### src/rtl/serial_sub_pkg.sv
// Shared definitions for the bit-serial subtractor: FSM encoding and bit-counter sizing.
package serial_sub_pkg;

  typedef enum logic [1:0] {
    IDLE = 2'b00,
    RUN  = 2'b01,
    DONE = 2'b10
  } state_e;

  function automatic int unsigned cnt_width(input int unsigned w);
    return (w < 2) ? 1 : $clog2(w);
  endfunction

endpackage

### src/rtl/full_subtractor.sv
// One bit slice of a subtractor: d = a - b - br, built from two half-subtractors.
// Purely combinational, no backpressure.
module full_subtractor (
  input  logic a_i,
  input  logic b_i,
  input  logic br_i,
  output logic d_o,
  output logic br_o
);

  logic d1;
  logic bo1;
  logic bo2;

  assign d1   = a_i ^ b_i;
  assign bo1  = ~a_i & b_i;
  assign d_o  = d1 ^ br_i;
  assign bo2  = ~d1 & br_i;
  assign br_o = bo1 | bo2;

endmodule

### src/rtl/serial_subtractor.sv
// Bit-serial A - B - b_in, LSB first; result valid WIDTH cycles after accept, held until out_ready.
// Single operation in flight (in_ready only in IDLE); SERIAL_SUB_OVF_EN adds the registered ovf output.
module serial_subtractor
  import serial_sub_pkg::*;
#(
  parameter int WIDTH = 8
) (
  input  logic             clk,
  input  logic             rst,
  input  logic             in_valid,
  output logic             in_ready,
  input  logic [WIDTH-1:0] a,
  input  logic [WIDTH-1:0] b,
  input  logic             b_in,
  output logic             out_valid,
  input  logic             out_ready,
  output logic [WIDTH-1:0] diff,
  output logic             b_out
`ifdef SERIAL_SUB_OVF_EN
  ,
  output logic             ovf
`endif
);

  localparam int unsigned CW = cnt_width(WIDTH);
  localparam logic [CW-1:0] CNT_LAST = CW'(WIDTH - 1);

  state_e           state_q, state_d;
  logic [CW-1:0]    cnt_q, cnt_d;
  logic [WIDTH-1:0] a_q, a_d;
  logic [WIDTH-1:0] b_q, b_d;
  logic             br_q, br_d;
  logic [WIDTH-1:0] diff_q, diff_d;
  logic             bout_q, bout_d;
  logic             vld_q, vld_d;

  logic d_bit;
  logic br_nxt;
  logic last_bit;

  full_subtractor u_slice (
    .a_i (a_q[0]),
    .b_i (b_q[0]),
    .br_i(br_q),
    .d_o (d_bit),
    .br_o(br_nxt)
  );

  assign last_bit = (state_q == RUN) && (cnt_q == CNT_LAST);

  always_comb begin
    state_d = state_q;
    cnt_d   = cnt_q;
    a_d     = a_q;
    b_d     = b_q;
    br_d    = br_q;
    diff_d  = diff_q;
    bout_d  = bout_q;
    vld_d   = vld_q;
    case (state_q)
      IDLE: begin
        if (in_valid) begin
          a_d     = a;
          b_d     = b;
          br_d    = b_in;
          cnt_d   = '0;
          state_d = RUN;
        end
      end
      RUN: begin
        // Operands drain LSB first; each result bit enters at the MSB so bit 0 lands last in place.
        a_d    = a_q >> 1;
        b_d    = b_q >> 1;
        br_d   = br_nxt;
        diff_d = {d_bit, diff_q[WIDTH-1:1]};
        cnt_d  = cnt_q + 1'b1;
        if (last_bit) begin
          cnt_d   = '0;
          bout_d  = br_nxt;
          vld_d   = 1'b1;
          state_d = DONE;
        end
      end
      DONE: begin
        if (out_ready) begin
          vld_d   = 1'b0;
          state_d = IDLE;
        end
      end
      default: begin
        state_d = IDLE;
        vld_d   = 1'b0;
      end
    endcase
  end

  always_ff @(posedge clk or posedge rst) begin
    if (rst) begin
      state_q <= IDLE;
      cnt_q   <= '0;
      a_q     <= '0;
      b_q     <= '0;
      br_q    <= 1'b0;
      diff_q  <= '0;
      bout_q  <= 1'b0;
      vld_q   <= 1'b0;
    end else begin
      state_q <= state_d;
      cnt_q   <= cnt_d;
      a_q     <= a_d;
      b_q     <= b_d;
      br_q    <= br_d;
      diff_q  <= diff_d;
      bout_q  <= bout_d;
      vld_q   <= vld_d;
    end
  end

`ifdef SERIAL_SUB_OVF_EN
  logic ovf_q, ovf_d;

  // Signed overflow: borrow into the MSB slice disagrees with the borrow out of it.
  always_comb begin
    ovf_d = ovf_q;
    if (last_bit) ovf_d = br_q ^ br_nxt;
  end

  always_ff @(posedge clk or posedge rst) begin
    if (rst) ovf_q <= 1'b0;
    else     ovf_q <= ovf_d;
  end

  assign ovf = ovf_q;
`endif

  assign in_ready  = (state_q == IDLE);
  assign out_valid = vld_q;
  assign diff      = diff_q;
  assign b_out     = bout_q;

endmodule

### config.mk
export PLATFORM = sky130hd
export DESIGN_NAME = serial_subtractor
export DESIGN_NICKNAME = d
export VERILOG_FILES = /design/src/rtl/serial_sub_pkg.sv /design/src/rtl/full_subtractor.sv /design/src/rtl/serial_subtractor.sv
export SDC_FILE = /design/constraint.sdc
export NUM_CORES = 1
export LEC_CHECK = 0
export ABC_AREA = 1
export BUFFER_PORTS_ARGS = -buffer_cell sky130_fd_sc_hd__buf_2
export CORE_MARGIN = 3
export CORE_UTILIZATION = 58
export DETAILED_ROUTE_END_ITERATION = 8
export PLACE_DENSITY = 0.83
export SYNTH_ARGS = -nofsm -noshare
export SYNTH_HDL_FRONTEND = slang
export SYNTH_SLANG_ARGS = --single-unit
### constraint.sdc
create_clock -name clk -period 3.2 [get_ports clk]
set_input_delay 0.16 -clock clk [delete_from_list [all_inputs] [get_ports clk]]
set_output_delay 0.16 -clock clk [all_outputs]
set_load 0.01 [all_outputs]
==> run_results.csv, run 1 <==
group,metric,value,unit
outcome,outcome,"completed",
cts,clk_latency,340,ps
final_layout,finish.instance_area,1890,um2
sta,setup-violations-final,0,
placed_design,placed_area,1790,um2
worst_setup_path,start_kind,"register",
worst_setup_path,end_kind,"register",
final_layout,final_cells,270,
route,final_antenna_net_count,0,
grt,first_global_vias,1218,
floorplanning,fp.dieH,59.9,um
synth,synth_cell_types,21,
synth,synth_area_leaders,"dfrtp_1, nand2_1, inv_1",
final_layout,nets,263,
worst_setup_path,crit_family,"flip-flops",
final_layout,final_cell_mix,"nand2_1, inv_1, dfrtp_1",
pwr,combPwrFrac,41.8,%
worst_setup_path,slowest_stage,"dfrtp_1",
route,drt-wirelength-per-cell,10.8,um
sta,fin_crit,1830,ps
run,cap_violations,0,
worst_hold_path,hold_path_class,"in2reg",
cts,htreeDepth,2,
synth,yosys.area.top_type,"dfrtp_1",
cts,cts_buffer_depth,2,
route,drc,0,
sta,worstMarginPinSlew,710,ps
pwr,power,1.77,mW
worst_setup_path,slowest_delay,820,ps
sta,skew,15.8,ps
cts,clk_pin_slew_worst_paths,110,ps
synth,netlist_instances,207,
sta,fmax,0.546,GHz
synth,ys_seq_area_share,47.5,%
placed_design,dp_cells,260,
sta,period_share,57.2,%
worst_setup_path,path_cells,"nand2_4 -> nand2_4 -> o21ai_0",
final_layout,area_growth,12.1,%
pwr,ir_drop,0.000748,V
cts,cts_tree,"yes",
floorplanning,ios,32,
placed_design,dpl_worst_slack,1380,ps
worst_setup_path,cp_data_arrival_time,2050,ps
floorplanning,start_util,64.5,%
floorplanning,core_area,2610,um2
grt,overflow,0,
sta,final_max_slew_viol_count,0,
route,dr.pass1.iters,4,
route,drt_iter0_markers,35,
synth,synth_area,1680,um2
floorplanning,die_area,3590,um2
route,drt-total-wl,2.91,mm
sta,hold_slack,24.4,ps
final_layout,drive_gt1_share,22.9,%
synth,synth_area_per_cell,8.14,um2
sta,max_slew_margin,52.7,%
synth,yosysWarnings,0,
final_layout,utilization,72.3,%
pwr,swShare,41.1,%
cts,post_cts_buffers,0,
placed_design,routabilityCongestion,0.759,
cts,cts_made_buffers,5,
final_layout,multi_input_area,652,um2
floorplanning,die_w,59.9,um
pwr,power.switching,0.728,mW
placed_design,port_buffers,31,
route,vias,1318,
synth,synth-seq-cells,32,
cts,cts_root_buffer,"clkbuf_4",
synth,synth_top_area_share,47.5,%
floorplanning,rows,18,
pwr,intPower,1.04,mW
pwr,seq_power_share,41.1,%
pwr,p_clk_share,17.1,%
synth,synthesis.nets,231,
pwr,power_per_cell_area,939,nW/um2
grt,antenna_found_initial,0,
worst_setup_path,cp.required,3420,ps
final_layout,antenna_cells,0,
sta,hold_viol_final,0,
sta,setup_tns,0,ps
worst_setup_path,crit_type,"reg2reg",
worst_setup_path,crit_buf_inv,0,
worst_setup_path,critPathMaxFanout,43,
final_layout,fill_cells,219,
grt,grt_pass1_wl,5.10,mm
placed_design,dp_hpwl,1.93,mm
worst_setup_path,crit_top_cell,"nand2_4",
grt,grt_max_degree,44,
final_layout,final_common_cell,"nand2_1",
grt,grtUsageTotal,19.1,%
route,routed_via_density,4.88,
cts,clock-sinks,32,
pwr,leakage,1.14,nW
sta,rsz0062_at_grt,"no",
final_layout,seqCellArea,801,um2
sta,finalWorstSetupSlack,1370,ps
==> worst paths after layout <==
check                            to  slack (ps)  depth (start not counted)       start
min in group asynchronous    a_q[0]         450                          4         rst
max in group asynchronous    b_q[3]        2460                          4         rst
setup reg to reg           cnt_q[0]        1370                          3  state_q[0]
hold reg to reg             diff[0]         490                          2     diff[0]
hold / removal               b_q[7]          20                          3        b[7]
setup / recovery           cnt_q[0]        1370                          3  state_q[0]
==> state kept, by name, summed over array words and instances, names as in the netlist <==
register   cells
br_q           1
diff           8
a_q            8
out_valid      1
state_q        2
b_q            8
b_out          1
cnt_q          3
==> synthesized netlist by cell type (all sizes together) <==
cell type	number
nand3	33
inv	37
nand2	82
ha	2
buf	8
nor2	4
o31ai	1
o22ai	1
dfrtp	32
clkbuf	1
o21ai	5
fa	1
==> logic make-up (layout without fill, tap and decap cells) <==
kind of cell    count (synthesis)  after routing  synth area share [%]
compound gates                  7              7                  2.30
fa+ha+maj                       3              3                  2.67
buf+inv                        46             79                  13.7
simple gates                  119            119                  33.7
flops                          32             32                  47.5
==> per-layer routing <==
| layer | routed length [um] | track usage [%] | vias to the layer above |
|---|---|---|---|
| met5 | 0 | 0 | - |
| met4 | 53 | 8.54 | 0 |
| met3 | 180 | 6.70 | 7 |
| met2 | 1380 | 31.2 | 35 |
| met1 | 1290 | 22.6 | 586 |
| li1 | - | - | 690 |
==> layout make-up <==
cell class	instances	area share (%)
clock inverters	2	1.86
well taps	30	1.99
repair buffers	34	9.68
clock buffers	6	2.19
inverters	37	7.36
flip-flops and latches	32	42.4
multi-input cells	129	34.5
==> power groups by stage <==
stage	sequential, mW	combinational [mW]	clock (mW)
finish	0.729	0.740	0.303
global route	0.754	0.878	0.335
CTS	0.730	0.755	0.311
detailed placement	0.737	0.749	0
global placement	0.732	0.729	0
floorplan	0.719	0.637	0
==> worst reg2reg max path, cell delays in order (launching register included) <==
cell	delay (ps)
dfrtp_1	820
nand2_4	410
nand2_4	350
o21ai_0	130
==> repair_timing <==
item,CTS,global route
resized for setup,0,0
hold buffers,2,0
endpoints found under the hold margin,33,0
(Power assumes the default switching activity.)
==> run 2: changes to the inputs <==
--- a/config.mk
+++ b/config.mk
@@ -8,9 +8,9 @@
 export ABC_AREA = 1
 export BUFFER_PORTS_ARGS = -buffer_cell sky130_fd_sc_hd__buf_2
 export CORE_MARGIN = 3
-export CORE_UTILIZATION = 58
+export CORE_UTILIZATION = 49
 export DETAILED_ROUTE_END_ITERATION = 8
-export PLACE_DENSITY = 0.83
+export PLACE_DENSITY = 0.75
 export SYNTH_ARGS = -nofsm -noshare
 export SYNTH_HDL_FRONTEND = slang
 export SYNTH_SLANG_ARGS = --single-unit
==> constraint.sdc (replaced) <==
create_clock -name clk -period 1.5 [get_ports clk]
set_input_delay 0.075 -clock clk [delete_from_list [all_inputs] [get_ports clk]]
set_output_delay 0.075 -clock clk [all_outputs]
set_load 0.01 [all_outputs]
==> run_results.csv, run 2 (same netlist as run 1, synthesis figures left out) <==
group,metric,value,unit
outcome,outcome,"completed",
sta,finalWorstSetupSlack,204,ps
worst_setup_path,crit_type,"reg2out",
grt,use_met1,18.7,%
cts,cts_made_buffers,5,
cts,cts_tree,"yes",
cts,clock-sinks,32,
floorplanning,start_util,53.4,%
grt,met3_usage,5.89,%
floorplanning,core_area,3150,um2
final_layout,fill_cells,292,
final_layout,finish.instance_area,1920,um2
cts,cts-resized-gates,0,
final_layout,nets,270,
worst_setup_path,cp.required,1420,ps
sta,final_max_slew_viol_count,0,
sta,fin_crit,1300,ps
route,routed_via_density,4.70,
floorplanning,rows,20,
final_layout,area_growth,14.3,%
cts,clk_latency,330,ps
grt,first_global_vias,1248,
sta,period_share,86.4,%
grt,overflow,0,
grt,busiest_layer,"met2",
sta,setup-violations-final,0,
route,drc,0,
pwr,swShare,42.3,%
grt,grtUsageMet2,28.6,%
route,dr.pass1.iters,4,
pwr,intPower,2.12,mW
run,cap_violations,0,
cts,htreeDepth,2,
grt,grt_pass1_wl,5.29,mm
placed_design,routabilityCongestion,0.726,
placed_design,port_buffers,31,
pwr,p_clk_share,11.2,%
cts,cts_buffer_depth,2,
pwr,leakage,1.16,nW
worst_setup_path,reg2reg_slack,230,ps
grt,grt_max_degree,33,
placed_design,dpl_worst_slack,238,ps
cts,clk_pin_slew_worst_paths,80,ps
final_layout,drive_gt1_share,23.8,%
final_layout,final_common_cell,"nand2_1",
grt,grtUsageTotal,16.7,%
worst_setup_path,start_kind,"register",
final_layout,final_cell_mix,"nand2_1, inv_1, dfrtp_1",
pwr,power,3.68,mW
pwr,seq_power_share,41.0,%
sta,rsz0062_at_grt,"no",
floorplanning,fp.dieH,64.6,um
worst_setup_path,timing.rr.start,"state_q[1]",
sta,max_slew_margin,72.9,%
worst_hold_path,hp-start,"a[5]",
floorplanning,ios,32,
worst_setup_path,end_kind,"output pin",
route,final_antenna_net_count,0,
sta,hold_viol_final,0,
route,drt_iter0_markers,57,
sta,worstMarginPinSlew,406,ps
placed_design,dp_hpwl,2.12,mm
worst_setup_path,critPathMaxFanout,10,
sta,skew,4.63,ps
sta,setup_tns,0,ps
pwr,combPwrFrac,47.7,%
worst_setup_path,cp_data_arrival_time,1220,ps
floorplanning,die_area,4180,um2
pwr,power.switching,1.55,mW
final_layout,utilization,61.0,%
floorplanning,die_w,64.6,um
sta,fmax,0.772,GHz
pwr,ir_drop,0.000687,V
cts,cts_hold_buf,4,
placed_design,dp_cells,279,
worst_setup_path,cp-startpoint,"state_q[0]",
final_layout,antenna_cells,0,
placed_design,placed_area,1850,um2
route,drt-wirelength-per-cell,10.6,um
grt,antenna_found_initial,0,
worst_hold_path,hold_path_class,"in2reg",
cts,cts_root_buffer,"clkbuf_4",
sta,hold_slack,43.7,ps
pwr,power_per_cell_area,1910,nW/um2
final_layout,final_cells,288,
cts,post_cts_buffers,0,
route,vias,1353,
route,drt-total-wl,3.06,mm
-- run 2: power by group through the flow --
stage | logic, mW | registers, mW | clock network (mW)
floorplan | 1.36 | 1.53 | 0
global placement | 1.70 | 1.52 | 0
detailed placement | 1.77 | 1.52 | 0
CTS | 1.78 | 1.51 | 0.439
global route | 2.01 | 1.56 | 0.480
finish | 1.75 | 1.51 | 0.413
-- run 2: cell type report --
class / count / area, um2 / area share (%)
multi-input cells: 129 / 652 / 33.9
repair buffers: 41 / 240 / 12.5
flip-flops and latches: 32 / 801 / 41.6
clock buffers: 5 / 37.5 / 1.95
well taps: 44 / 55.1 / 2.86
inverters: 37 / 139 / 7.22
-- run 2: worst max-delay path, cell delays in order, from the launching register on --
cell     delay, ps
dfrtp_1        450
buf_4          200
nor2_1         100
buf_2          140
-- run 2: metal layers --
layer  wire length (um)  vias to the layer above
met5                  0                        -
met4                 66                        0
met3                146                        8
met2               1480                       26
met1               1370                      617
li1                   -                      702
-- run 2: path summary, 6_finish.rpt --
path | to | cells after the start
min in group asynchronous | diff[4] | 4
worst min register to register | diff[0] | 2
max in group asynchronous | a_q[6] | 4
worst max register to register | br_q | 5
worst max-delay path | in_ready | 3
worst min-delay path | a_q[5] | 5
